`src/rtl/avalon_cmd_regs.sv`:
```
// rtl/avalon_cmd_regs.sv - Avalon-MM command/control register block for N_CH pulse-generator channels
//
// Ports:
//   clk, rst_n              clock, asynchronous active-low reset
//   avs_address/write/...   Avalon-MM slave (no waitrequest, fixed 1-cycle read latency)
//   busy_i                  per-channel busy, synchronous to clk
//   start_o/stop_o/start_n_o  one-cycle command strobes, one cycle after the CMD write
//   invert_o, n_count_o     level controls straight from CTRL / COUNT
//   irq                     registered level interrupt
module avalon_cmd_regs #(
  parameter int          N_CH     = 4,
  parameter int          DATA_W   = 32,
  parameter int          CNT_W    = 16,
  parameter logic [31:0] BLOCK_ID = 32'h0000_C0DE
) (
  input  logic              clk,
  input  logic              rst_n,
  input  logic [2:0]        avs_address,
  input  logic              avs_write,
  input  logic [DATA_W-1:0] avs_writedata,
  input  logic              avs_read,
  output logic [DATA_W-1:0] avs_readdata,
  output logic              avs_readdatavalid,
  input  logic [N_CH-1:0]   busy_i,
  output logic [N_CH-1:0]   start_o,
  output logic [N_CH-1:0]   stop_o,
  output logic [N_CH-1:0]   start_n_o,
  output logic [N_CH-1:0]   invert_o,
  output logic [CNT_W-1:0]  n_count_o,
  output logic              irq
);

  localparam logic [2:0] A_CTRL   = 3'd0;
  localparam logic [2:0] A_CMD    = 3'd1;
  localparam logic [2:0] A_COUNT  = 3'd2;
  localparam logic [2:0] A_STATUS = 3'd3;
  localparam logic [2:0] A_MASK   = 3'd4;
  localparam logic [2:0] A_ID     = 3'd5;

  logic [N_CH-1:0]   invert_q,   invert_d;
  logic [N_CH-1:0]   enable_q,   enable_d;
  logic [CNT_W-1:0]  count_q,    count_d;
  logic [N_CH-1:0]   irq_mask_q, irq_mask_d;
  logic [N_CH-1:0]   cmd_err_q,  cmd_err_d;
  logic              addr_err_q, addr_err_d;
  logic [N_CH-1:0]   start_q,    start_d;
  logic [N_CH-1:0]   stop_q,     stop_d;
  logic [N_CH-1:0]   start_n_q,  start_n_d;
  logic [DATA_W-1:0] rdata_q,    rdata_d;
  logic              rvalid_q,   rvalid_d;
  logic              irq_q,      irq_d;

  logic [N_CH-1:0]   cmd_err_set, cmd_err_clr;
  logic              addr_err_set, addr_err_clr;
  logic              unmapped;
  logic [DATA_W-1:0] rd_mux;
  logic [DATA_W-1:0] id_val;
  logic              unused_wdata;

  // Write data above the widest field is never looked at.
  assign unused_wdata = ^avs_writedata;
  assign id_val       = DATA_W'(BLOCK_ID);
  assign unmapped     = avs_address[2] & avs_address[1];

  // Register value as seen at the read edge (before any same-edge update).
  always_comb begin
    rd_mux = '0;
    case (avs_address)
      A_CTRL: begin
        rd_mux[N_CH-1:0]      = invert_q;
        rd_mux[2*N_CH-1:N_CH] = enable_q;
      end
      A_COUNT:  rd_mux[CNT_W-1:0] = count_q;
      A_STATUS: begin
        rd_mux[N_CH-1:0]      = busy_i;
        rd_mux[2*N_CH-1:N_CH] = cmd_err_q;
        rd_mux[DATA_W-1]      = addr_err_q;
      end
      A_MASK:   rd_mux[N_CH-1:0] = irq_mask_q;
      A_ID:     rd_mux = id_val;
      default:  rd_mux = '0;
    endcase
  end

  always_comb begin
    invert_d     = invert_q;
    enable_d     = enable_q;
    count_d      = count_q;
    irq_mask_d   = irq_mask_q;
    start_d      = '0;
    stop_d       = '0;
    start_n_d    = '0;
    rdata_d      = rdata_q;
    rvalid_d     = 1'b0;
    cmd_err_set  = '0;
    cmd_err_clr  = '0;
    addr_err_clr = 1'b0;

    // A colliding read is dropped and flagged; touching 6-7 either way is flagged.
    addr_err_set = (avs_read & avs_write) | ((avs_read | avs_write) & unmapped);

    if (avs_write) begin
      case (avs_address)
        A_CTRL: begin
          invert_d = avs_writedata[N_CH-1:0];
          enable_d = avs_writedata[2*N_CH-1:N_CH];
        end
        A_CMD: begin
          for (int i = 0; i < N_CH; i++) begin
            if (avs_writedata[N_CH+i]) begin
              // Stop has priority; any start request alongside it is an error.
              if (enable_q[i]) stop_d[i] = 1'b1;
              else             cmd_err_set[i] = 1'b1;
              if (avs_writedata[i] | avs_writedata[2*N_CH+i]) cmd_err_set[i] = 1'b1;
            end else if (avs_writedata[i] | avs_writedata[2*N_CH+i]) begin
              if (!enable_q[i] || busy_i[i]) begin
                cmd_err_set[i] = 1'b1;
              end else if (avs_writedata[2*N_CH+i]) begin
                // start_N wins over plain start; both together is flagged.
                start_n_d[i] = 1'b1;
                if (avs_writedata[i]) cmd_err_set[i] = 1'b1;
              end else begin
                start_d[i] = 1'b1;
              end
            end
          end
        end
        A_COUNT:  count_d    = avs_writedata[CNT_W-1:0];
        A_STATUS: begin
          cmd_err_clr  = avs_writedata[2*N_CH-1:N_CH];
          addr_err_clr = avs_writedata[DATA_W-1];
        end
        A_MASK:   irq_mask_d = avs_writedata[N_CH-1:0];
        default: ;
      endcase
    end

    if (avs_read && !avs_write) begin
      rvalid_d = 1'b1;
      rdata_d  = rd_mux;
    end

    // Set beats clear when both land on the same edge.
    cmd_err_d  = (cmd_err_q & ~cmd_err_clr) | cmd_err_set;
    addr_err_d = (addr_err_q & ~addr_err_clr) | addr_err_set;

    irq_d = (|(cmd_err_q & irq_mask_q)) | addr_err_q;
  end

  always_ff @(posedge clk or negedge rst_n) begin
    if (!rst_n) begin
      invert_q   <= '0;
      enable_q   <= '0;
      count_q    <= '0;
      irq_mask_q <= '0;
      cmd_err_q  <= '0;
      addr_err_q <= 1'b0;
      start_q    <= '0;
      stop_q     <= '0;
      start_n_q  <= '0;
      rdata_q    <= '0;
      rvalid_q   <= 1'b0;
      irq_q      <= 1'b0;
    end else begin
      invert_q   <= invert_d;
      enable_q   <= enable_d;
      count_q    <= count_d;
      irq_mask_q <= irq_mask_d;
      cmd_err_q  <= cmd_err_d;
      addr_err_q <= addr_err_d;
      start_q    <= start_d;
      stop_q     <= stop_d;
      start_n_q  <= start_n_d;
      rdata_q    <= rdata_d;
      rvalid_q   <= rvalid_d;
      irq_q      <= irq_d;
    end
  end

  assign avs_readdata      = rdata_q;
  assign avs_readdatavalid = rvalid_q;
  assign start_o           = start_q;
  assign stop_o            = stop_q;
  assign start_n_o         = start_n_q;
  assign invert_o          = invert_q;
  assign n_count_o         = count_q;
  assign irq               = irq_q;

endmodule

```
`config.mk`:
```
export PLATFORM = sky130hd
export DESIGN_NAME = avalon_cmd_regs
export DESIGN_NICKNAME = d
export VERILOG_FILES = /design/src/rtl/avalon_cmd_regs.sv
export SDC_FILE = /design/constraint.sdc
export NUM_CORES = 1
export LEC_CHECK = 0
export CAP_MARGIN = 30
export CORE_MARGIN = 2
export CORE_UTILIZATION = 40
export CTS_BUF_LIST = sky130_fd_sc_hd__clkbuf_4
export DETAILED_ROUTE_END_ITERATION = 8
export PLACE_DENSITY = 0.81
export REMOVE_ABC_BUFFERS = 1
export SYNTH_ARGS = -nofsm -noshare
export SYNTH_HDL_FRONTEND = slang
export SYNTH_SLANG_ARGS = --single-unit
```
`constraint.sdc`:
```
create_clock -name clk -period 3.73 [get_ports clk]
set_clock_uncertainty 0.15 [all_clocks]
set_input_delay 0.373 -clock clk [delete_from_list [all_inputs] [get_ports clk]]
set_output_delay 0.373 -clock clk [all_outputs]
set_load 0.1 [all_outputs]
```
* After elaboration in Yosys (flattened, before gate mapping)
Cells that the tools add are included.
** Word-level totals
- Register bits after elaboration :: 64
- Bits of input ports :: 43
- Output and inout bits :: 66
** Operators by class
- Eq/ne operators :: 5
- Mux-type cells :: 85
- Bitwise gates (word level) :: 17
- Reduce and logical (&&, ||, !) cells :: 15
** Operators by type and width (count)
- two-way mux 1 bit :: 72
- two-way mux 4 bit :: 10
- case mux 4 bit (5 select lines) :: 1
- case mux 4 bit (4 select lines) :: 1
- case mux 8 bit (2 select lines) :: 1
- AND 4 bit :: 2
- bitwise OR 1 bit :: 8
- == test 3 x 2 -> 1 bit (second input constant) :: 2
- == test 3 bit (second input constant) :: 2
- AND reduction 2 bit :: 3
- logical NOT 1 bit :: 5
- AND 1 bit :: 4
- logical OR 1 bit :: 4
- NOT 4 bit :: 1
- bitwise OR 4 bit :: 1
- OR reduction 4 bit :: 1
- == test 3 x 1 -> 1 bit (second input constant) :: 1
- logical NOT 3 bit :: 1
- logical AND 1 bit :: 1
- NOT 1 bit :: 1

* Logic depth before layout (Yosys ltp)
Gate-level depths: netlist of the first run.
- Depth in word-level cells :: 8
- Mapped depth :: 6
- Mapped depth without buffers :: 4

* Worst setup path after synthesis of the first run
No wires, ideal clock.
- Path kind :: reg2reg
- From :: reg count_q[4] (netlist: n_count_o[4])
- To :: reg rdata_q[4] (netlist: avs_readdata[4])
- Library setup time :: 0.132 ns
- Data arrival time :: 1.463 ns
- Path slack :: 1.985 ns
- Stages on the path, launching flop included :: 4
- Clock period less this slack :: 1.745 ns
- Path through :: dfrtp_1 mux2_2 a221oi_1 o21ai_0
** Between the ends
- Cells in the longest elaborated chain, start to end :: 1
** Ends and longest elaborated chain
- start, declared :: RTL line 42 : logic [CNT_W-1:0] count_q, count_d;
- start signal, assigned :: RTL line 167 : count_q <= count_d;
- case mux 4 bit (4 select lines) :: RTL line 68 : case (avs_address)
- end signal, assigned :: RTL line 174 : rdata_q <= rdata_d;
- end, declared :: RTL line 49 : logic [DATA_W-1:0] rdata_q, rdata_d;
No other way between the ends.
A chain may end at the register's enable or synchronous reset.

* Worst setup path in the final report of the first run
- From :: reg count_q[9] (netlist: n_count_o[9])
- To :: out n_count_o[9]
** RTL lines
- end, declared :: RTL line 29 : output logic [CNT_W-1:0] n_count_o,
No word-level cell between the ends.

==> impl_metrics.py, run 1 <==
metrics = {
    "layout": {
        "final_layout_size_suffix_gt1_share_pct": 16.7,
        "post_route_non_filler_standard_cell_count": 434,
        "postLayoutCoreUtil_pct": 53.7,
        "syn_to_final_growth_pct": 29.5,
        "final_nets": 373,
        "antenna-diode-count": 0,
        "filler_cells": 684,
    },
    "place": {
        "io_buffers": 78,
        "routability_driven_placement_congestion_ratio": 0.846,
        "placed_cells_incl_taps": 417,
        "dpl_worst_slack_ns": 1.05,
        "detailed_place_hpwl_um": 4990,
    },
    "synth": {
        "synth.top_cells.by_area": "sky130_fd_sc_hd__dfrtp_1 53%, sky130_fd_sc_hd__mux2_2 7.8%, sky130_fd_sc_hd__mux2_4 5.0%",
        "syn_warnings": 0,
        "post_synth_inst_count": 251,
        "fraction_of_registers_with_async_set_or_reset_after_synthesis_pct": 100,
        "yosysUniqueCellTypes": 40,
        "synth_area_leader_cell": "sky130_fd_sc_hd__dfrtp_1",
        "area_of_the_mapped_netlist_sq_um": 3030,
        "syn-mean-instance-area_sq_um": 12.1,
        "most_frequent_cell_after_synthesis": "sky130_fd_sc_hd__dfrtp_1",
        "number_of_flops_mapped_to_enable_cells_by_yosys": 0,
        "synth.top_cell.area_share_pct": 52.9,
        "synth_sequential_area_ratio_pct": 52.9,
        "ys.flop_type": "sky130_fd_sc_hd__dfrtp_1",
        "postSynthRegisterBits": 64,
        "netlist_top_cells_count": "64 x sky130_fd_sc_hd__dfrtp_1, 21 x sky130_fd_sc_hd__mux2_2, 19 x sky130_fd_sc_hd__nand2_1",
    },
    "drt": {
        "route.detailed.drc": 0,
        "drt_iter0_markers": 143,
        "wl_per_cell_um": 16.1,
        "vias": 2220,
        "drt_wirelength_um": 6970,
        "drt.antenna.violating_nets": 0,
        "drt_pre_antenna_iters": 4,
        "post_drt_via_cell_ratio": 5.12,
    },
    "setup_path": {
        "timing.critical_path.max_delay_family": "buffers and inverters",
        "critPathMaxStageDelay_ns": 1.16,
        "critPathRequiredTime_ns": 3.21,
        "cp.arrival_ns": 2.00,
        "crit_chain": "clkdlybuf4s50_1",
        "critPathKind": "reg2out",
        "worst_setup_path_end_kind": "output port",
        "regToRegStartpoint": "cmd_err_q[0]",
        "critPathSlowestCell": "sky130_fd_sc_hd__clkdlybuf4s50_1",
        "timing.critical_path.buf_inv": 1,
        "crit_start": "n_count_o[9]",
        "start_kind": "register",
        "critical_path.max_fanout": 3,
    },
    "clock_tree": {
        "cts_root_buffer": "sky130_fd_sc_hd__clkbuf_4",
        "cts_hold_buf": 1,
        "worstSkewPairLatency_ns": 0.41,
        "tritoncts": "built",
        "cts-resized-gates": 0,
        "post_cts_buffers": 0,
        "cts_max_level": 3,
        "cts.reportedPaths.clkPinSlew_ns": 0.10,
        "clockBufferDepth": 2,
        "tritoncts.num_buffers": 9,
        "cts.sinks": 64,
    },
    "timing": {
        "worst_slack_ns": 1.21,
        "final_hold_viol_count": 0,
        "setup_total_negative_slack_ns": 0,
        "worst-slew-pin-transition_ns": 1.00,
        "timing.final.setup_violations": 0,
        "timing.fmax_mhz": 397,
        "hold-worst-slack_ns": 0.338,
        "grt_setup_unrepaired": "no",
        "drv_slew": 0,
        "fin_crit_sh_pct": 67.6,
        "max_slew_margin_pct": 33.0,
        "final_period_minus_worst_setup_slack_ns": 2.52,
    },
    "worst_hold_path": {
        "start_point_of_the_worst_min_delay_path": "avs_readdata[31]",
        "timing.hold.worst.class": "reg2reg",
    },
    "pwr": {
        "power-per-cell-area_nw_per_um2": 594,
        "total_leakage_power_nw": 1.72,
        "vdd_drop_max_mv": 0.310,
    },
    "grt": {
        "wire_length_of_the_first_global_routing_pass_um": 11400,
        "antenna_violations_before_repair": 0,
        "grt.total_usage_pct": 17.6,
        "maximum_number_of_pins_on_one_net_before_global_route_repair": 36,
        "first_global_vias": 2169,
        "globalRoute.totalOverflow": 0,
    },
    "floorplanning": {
        "row_count": 31,
        "effective_utilization_at_floorplan_pct": 41.5,
        "placeableCoreArea_sq_um": 7290,
        "die_height_um": 91.0,
        "num_io_pins": 109,
        "design.die.area_sq_um": 8280,
        "die_width_um": 91.0,
    },
    "status": {
        "status": "finished clean",
    },
    "flow_run": {
        "drv_cap": 0,
    },
}
-- metal layers --
metal,vias up,share of wire (%),global-route usage [%]
met5,-,0,0
met4,0,2.1,9.09
met3,14,5.6,4.56
met2,78,48,26.9
met1,1092,44,23.1
li1,1036,-,-
-- cell families after synthesis --
family,share of synthesized area [%]
mux,14.8
simple gates,13.4
fa+ha+maj,0.331
other cells,0.124
buf+inv,7.82
flops,52.9
compound gates,10.7
-- final cells by class --
cell class,count,area [sq um],share of cell area [%]
Clock buffer,11,82.6,2.11
Tap cell,99,124,3.16
Timing Repair Buffer,81,801,20.4
Multi-Input combinational cell,168,1240,31.6
Inverter,6,22.5,0.575
Clock inverter,5,47.5,1.21
Sequential cell,64,1600,40.9
-- report_power, final --
| group | internal, W | switching (W) | leakage [nW] | total (W) |
|---|---|---|---|---|
| registers | 0.000795 | 0.0000899 | 0.814 | 0.000885 |
| logic | 0.000260 | 0.000725 | 0.830 | 0.000984 |
| clock network | 0.000213 | 0.000245 | 0.0757 | 0.000458 |
-- worst paths after layout --
check / end / slack (ns) / cells past startpoint
max in group asynchronous: invert_o[2] / 2.11 / 3
worst min-delay path: avs_readdata[31] / 0.34 / 2
worst max register to register: avs_readdata[4] / 2.24 / 3
worst max-delay path: n_count_o[9] / 1.21 / 1
min in group asynchronous: n_count_o[6] / 0.42 / 2
worst min register to register: avs_readdata[31] / 0.34 / 2
-- layout by cell type (no fill, tap or decap), drive strengths merged --
cell and n:
a222oi 1, nand2b 4, nor2b 2, o211ai 3, a21oi 11, inv 6, a22o 10, nor2 17
mux2i 6, nor4b 1, a221oi 3, o2bb2ai 1, a31oi 1, mux2 31, clkinv 4, nand2 19
a211oi 4, clkbuf 11, bufinv 1, o32ai 1, nor3 6, nand3 4, o21ai 8, a22oi 1
or3 4, dfrtp 64, o31ai 2, nor3b 7, dlygate4sd3 1, maj3 1, conb 15, buf 3
and3 4, clkdlybuf4s50 77, and2 1
-- registers in the layout, indices dropped and copies added (netlist names) --
register           flops
avs_readdata          17
avs_readdatavalid      1
enable_q               4
irq_mask_q             4
start_n_o              4
n_count_o             16
invert_o               4
stop_o                 4
addr_err_q             1
cmd_err_q              4
start_o                4
irq                    1
-- metrics by stage --
step	instance area (sq um)	total power, W
final	3920	0.00233
after floorplan	2860	0.00162
after global routing	3920	0.00242
after global placement	3780	0.00187
after detailed placement	3780	0.00189
after CTS	3920	0.00235
Power figures use the tool's default switching activity.
==> run 2: changes to the inputs <==
==> constraint.sdc (replaced) <==
create_clock -name clk -period 2.4 [get_ports clk]
set_clock_uncertainty 0.15 [all_clocks]
set_input_delay 0.24 -clock clk [delete_from_list [all_inputs] [get_ports clk]]
set_output_delay 0.24 -clock clk [all_outputs]
set_load 0.1 [all_outputs]
==> impl_metrics.py, run 2 (synthesized netlist as in run 1, its figures left out) <==
metrics = {
    "drt": {
        "route.detailed.drc": 0,
        "post_drt_via_cell_ratio": 5.04,
        "drt_iter0_markers": 188,
        "drt_pre_antenna_iters": 5,
        "drt.antenna.violating_nets": 0,
        "vias": 2206,
        "wl_per_cell_um": 16.0,
        "drt_wirelength_um": 6990,
    },
    "timing": {
        "setup_total_negative_slack_ns": 0,
        "grt_setup_unrepaired": "no",
        "drv_slew": 0,
        "worst_slack_ns": 0.593,
        "worst-slew-pin-transition_ns": 0.522,
        "final_period_minus_worst_setup_slack_ns": 1.81,
        "max_slew_margin_pct": 65.2,
        "timing.final.setup_violations": 0,
        "timing.fmax_mhz": 553,
        "fin_crit_sh_pct": 75.3,
        "final_hold_viol_count": 0,
    },
    "clock_tree": {
        "clockBufferDepth": 2,
        "worstSkewPairLatency_ns": 0.41,
        "tritoncts.num_buffers": 9,
        "cts_root_buffer": "sky130_fd_sc_hd__clkbuf_4",
        "cts_hold_buf": 1,
        "cts_max_level": 3,
        "tritoncts": "built",
        "post_cts_buffers": 0,
        "cts.reportedPaths.clkPinSlew_ns": 0.10,
        "cts.sinks": 64,
        "cts-resized-gates": 0,
    },
    "floorplanning": {
        "placeableCoreArea_sq_um": 7290,
        "num_io_pins": 109,
        "die_width_um": 91.0,
        "design.die.area_sq_um": 8280,
        "row_count": 31,
        "effective_utilization_at_floorplan_pct": 41.5,
        "die_height_um": 91.0,
    },
    "setup_path": {
        "worst_setup_path_end_kind": "register",
        "critical_path.max_fanout": 16,
        "crit_chain": "clkdlybuf4s50_1, buf_4, nor2_1, a221oi_1, o21ai_0",
        "critPathSlowestCell": "sky130_fd_sc_hd__clkdlybuf4s50_1",
        "crit_start": "avs_address[0]",
        "critPathRequiredTime_ns": 2.53,
        "start_kind": "input port",
        "regToRegStartpoint": "cmd_err_q[0]",
        "critPathMaxStageDelay_ns": 0.66,
        "worst_r2r_path_depth": 3,
        "cp.arrival_ns": 1.93,
        "critPathKind": "in2reg",
    },
    "layout": {
        "mostFrequentLayoutCells": "64 x sky130_fd_sc_hd__dfrtp_1, 59 x sky130_fd_sc_hd__buf_4, 26 x sky130_fd_sc_hd__clkdlybuf4s50_1",
        "layout.cell_area.non_filler_sq_um": 3810,
        "number_of_flip_flops_in_the_largest_register": 17,
        "post_route_non_filler_standard_cell_count": 438,
        "layout.cells.most_common": "sky130_fd_sc_hd__dfrtp_1",
        "antenna-diode-count": 0,
        "syn_to_final_growth_pct": 26.1,
        "filler_cells": 666,
        "final_nets": 380,
        "final_layout_size_suffix_gt1_share_pct": 32.7,
    },
    "grt": {
        "first_global_vias": 2248,
        "wire_length_of_the_first_global_routing_pass_um": 11400,
        "globalRoute.totalOverflow": 0,
        "antenna_violations_before_repair": 0,
        "maximum_number_of_pins_on_one_net_before_global_route_repair": 44,
        "grt.total_usage_pct": 17.6,
    },
    "pwr": {
        "total_leakage_power_nw": 1.81,
        "vdd_drop_max_mv": 0.387,
        "design_power_total_w": 0.00344,
        "power-per-cell-area_nw_per_um2": 902,
    },
    "place": {
        "placed_cells_incl_taps": 424,
        "detailed_place_hpwl_um": 5170,
        "routability_driven_placement_congestion_ratio": 0.858,
        "dpl_worst_slack_ns": 0.224,
        "post_dp_cell_area_sq_um": 3720,
        "io_buffers": 78,
    },
    "status": {
        "status": "finished clean",
    },
    "flow_run": {
        "drv_cap": 0,
    },
    "worst_hold_path": {
        "timing.hold.worst.class": "in2async",
    },
}
[run 2: cell types whose count changed in the layout (fill, tap and decap cells not counted)]
cell	before	now
sky130_fd_sc_hd__buf_4	2	59
sky130_fd_sc_hd__buf_12	0	1
sky130_fd_sc_hd__clkdlybuf4s50_1	77	26
sky130_fd_sc_hd__clkinv_2	2	1
sky130_fd_sc_hd__clkbuf_4	11	10
sky130_fd_sc_hd__bufinv_16	1	0
[run 2: worst paths after layout]
check	end	slack, ns
hold reg to reg	avs_readdata[14]	0.34
hold / removal	irq_mask_q[1]	0.18
setup / recovery	avs_readdata[4]	0.59
max in group asynchronous	n_count_o[15]	1.31
setup reg to reg	avs_readdata[4]	0.88
min in group clk	n_count_o[14]	0.29
[run 2: final cells by class]
type	instances	area, sq um	share of cell area [%]
tap	99	124	3.25
clock buffer	10	75.1	1.97
sequential	64	1600	42.0
multi-input combinational	168	1240	32.5
inverter	6	22.5	0.591
clock inverter	3	12.5	0.328
timing repair buffer	88	738	19.4
[run 2: per-layer routing]
layer,share of wire [%],track usage (%),vias up
met5,0,0,-
met4,3.1,9.97,0
met3,5.8,4.48,20
met2,46,25.9,87
met1,45,23.8,1061
li1,-,-,1038
[run 2: stage by stage]
stage | util [%] | hold slack (ns)
floorplan | - | -0.206
global placement | 51.0 | 0.0897
detailed placement | 51.0 | 0.104
CTS | 52.3 | 0.186
global route | 52.3 | 0.227
finish | 52.3 | 0.180
[run 2: where the power goes]
part | internal (W) | switching [W] | leakage (nW)
sequential | 0.00124 | 0.000147 | 0.814
combinational | 0.000373 | 0.00113 | 0.946
clock | 0.000200 | 0.000356 | 0.0531
total | 0.00181 | 0.00163 | 1.81
[run 2: worst max-delay path: cells and delay by family]
| kind | cells | cell delay, ns |
|---|---|---|
| AO/OA/AOI/OAI | 2 | 0.57 |
| buffers and inverters | 2 | 0.98 |
| AND/OR/NAND/NOR | 1 | 0.14 |
==> run 3: changes to the inputs <==
==> constraint.sdc (replaced) <==
create_clock -name clk -period 1.7 [get_ports clk]
set_clock_uncertainty 0.15 [all_clocks]
set_input_delay 0.17 -clock clk [delete_from_list [all_inputs] [get_ports clk]]
set_output_delay 0.17 -clock clk [all_outputs]
set_load 0.1 [all_outputs]
==> impl_metrics.py, run 3 (synthesized netlist as in run 1, its figures left out) <==
metrics = {
    "status": {
        "status": "finished clean",
    },
    "timing": {
        "final_hold_viol_count": 0,
        "final_period_minus_worst_setup_slack_ns": 1.54,
        "timing.final.setup_violations": 0,
        "grt_setup_unrepaired": "no",
        "timing.fmax_mhz": 650,
        "fin_crit_sh_pct": 90.5,
        "drv_slew": 0,
    },
    "setup_path": {
        "cp.arrival_ns": 1.68,
        "ff2ff_setup_slack_ns": 0.33,
        "worst_r2r_path_depth": 3,
        "critPathRequiredTime_ns": 1.84,
        "regToRegStartpoint": "n_count_o[4]",
        "start_kind": "input port",
        "worst_setup_path_end_kind": "register",
        "rr_endpoint": "avs_readdata[4]",
        "critPathKind": "in2reg",
        "critical_path.max_fanout": 6,
    },
    "pwr": {
        "clock_power_share_pct": 17.7,
        "vdd_drop_max_mv": 0.593,
        "power_frac_comb_pct": 45.7,
        "total_leakage_power_nw": 2.13,
        "intPower_w": 0.00316,
        "net-switching-power_w": 0.00241,
        "design_power_total_w": 0.00557,
        "power.share.sequential_pct": 36.6,
        "power-per-cell-area_nw_per_um2": 1190,
        "power.share.switching_pct": 43.3,
    },
    "layout": {
        "layout.cells.most_common": "sky130_fd_sc_hd__dfrtp_1",
        "number_of_flip_flops_in_the_largest_register": 17,
        "post_route_non_filler_standard_cell_count": 460,
        "mostFrequentLayoutCells": "64 x sky130_fd_sc_hd__dfrtp_1, 57 x sky130_fd_sc_hd__buf_12, 26 x sky130_fd_sc_hd__clkdlybuf4s50_1",
        "syn_to_final_growth_pct": 55.3,
        "antenna-diode-count": 0,
        "final_nets": 399,
        "filler_cells": 536,
        "final_layout_size_suffix_gt1_share_pct": 36.8,
    },
    "drt": {
        "route.detailed.drc": 0,
        "drt_pre_antenna_iters": 4,
        "drt_wirelength_um": 7250,
        "vias": 2371,
        "post_drt_via_cell_ratio": 5.15,
        "wl_per_cell_um": 15.8,
        "drt.antenna.violating_nets": 0,
        "drt_iter0_markers": 166,
    },
    "place": {
        "placed_cells_incl_taps": 443,
        "routability_driven_placement_congestion_ratio": 0.863,
        "detailed_place_hpwl_um": 5620,
        "io_buffers": 78,
    },
    "grt": {
        "maximum_number_of_pins_on_one_net_before_global_route_repair": 65,
        "antenna_violations_before_repair": 0,
        "wire_length_of_the_first_global_routing_pass_um": 11800,
        "globalRoute.totalOverflow": 0,
        "grt.total_usage_pct": 18.3,
        "first_global_vias": 2381,
    },
    "floorplanning": {
        "die_width_um": 91.0,
        "placeableCoreArea_sq_um": 7290,
        "die_height_um": 91.0,
        "design.die.area_sq_um": 8280,
        "num_io_pins": 109,
        "effective_utilization_at_floorplan_pct": 41.5,
        "row_count": 31,
    },
    "flow_run": {
        "drv_cap": 0,
    },
    "clock_tree": {
        "cts.sinks": 64,
        "cts.reportedPaths.clkPinSlew_ns": 0.10,
        "clockBufferDepth": 2,
        "cts_root_buffer": "sky130_fd_sc_hd__clkbuf_4",
        "tritoncts": "built",
        "tritoncts.num_buffers": 9,
        "cts_max_level": 3,
        "worstSkewPairLatency_ns": 0.40,
    },
    "worst_hold_path": {
        "timing.hold.worst.class": "in2async",
    },
}
run 3: routing by layer:
metal  global-route usage, %  share of wire, %
met1                    23.3                43
met2                    30.3                50
met3                    3.73               5.6
met4                    7.58               1.5
met5                       0                 0
run 3: worst max path at each step:
| stage | slack, ns | to | from |
|---|---|---|---|
| after floorplan | -0.04 | avs_readdata[4] | n_count_o[4] |
| after global placement | -0.21 | irq_mask_q[1] | avs_address[0] |
| after detailed placement | -0.26 | avs_readdata[1] | avs_address[0] |
| after CTS | 0.18 | irq_mask_q[1] | avs_address[0] |
| after global routing | 0.07 | start_o[3] | avs_address[0] |
| final | 0.16 | irq_mask_q[2] | avs_address[0] |
run 3: timing repair:
item | 4_1_cts | 5_1_grt
buffers inserted | 0 | 0
endpoints found under the hold margin | 64 | 0
resized for setup | 0 | 0
hold buffers | 1 | 0
run 3: metrics by stage:
| step | TNS [ns] | worst slack [ns] | hold WS, ns | utilization (%) | area, sq um |
|---|---|---|---|---|---|
| floorplan | -0.0718 | -0.0447 | -0.276 | - | 2860 |
| global placement | -5.52 | -0.212 | 0.0526 | 62.5 | 4560 |
| detailed placement | -8.27 | -0.258 | 0.0531 | 62.5 | 4560 |
| CTS | 0 | 0.180 | 0.144 | 64.4 | 4700 |
| global route | 0 | 0.0666 | 0.201 | 64.4 | 4700 |
| finish | 0 | 0.161 | 0.158 | 64.4 | 4700 |
run 3: area by class of cell:
type,count,area (sq um),share of cell area [%]
Clock buffer,11,82.6,1.76
Clock inverter,5,47.5,1.01
Inverter,6,22.5,0.479
Multi-Input combinational cell,168,1240,26.4
Sequential cell,64,1600,34.1
Tap cell,99,124,2.64
Timing Repair Buffer,107,1580,33.7
run 3: power groups by stage:
stage	registers (W)	logic [W]	clock network, W
after floorplan	0.00303	0.000520	0
after global placement	0.00205	0.00252	0
after detailed placement	0.00207	0.00255	0
after CTS	0.00204	0.00256	0.000997
after global routing	0.00206	0.00263	0.00106
final	0.00204	0.00255	0.000985
run 3: worst max-delay path, stage by stage:
cell and delay (ns):
sky130_fd_sc_hd__clkdlybuf4s50_1 0.53, sky130_fd_sc_hd__nand2b_4 0.24, sky130_fd_sc_hd__nor3b_2 0.36, sky130_fd_sc_hd__mux2_2 0.38
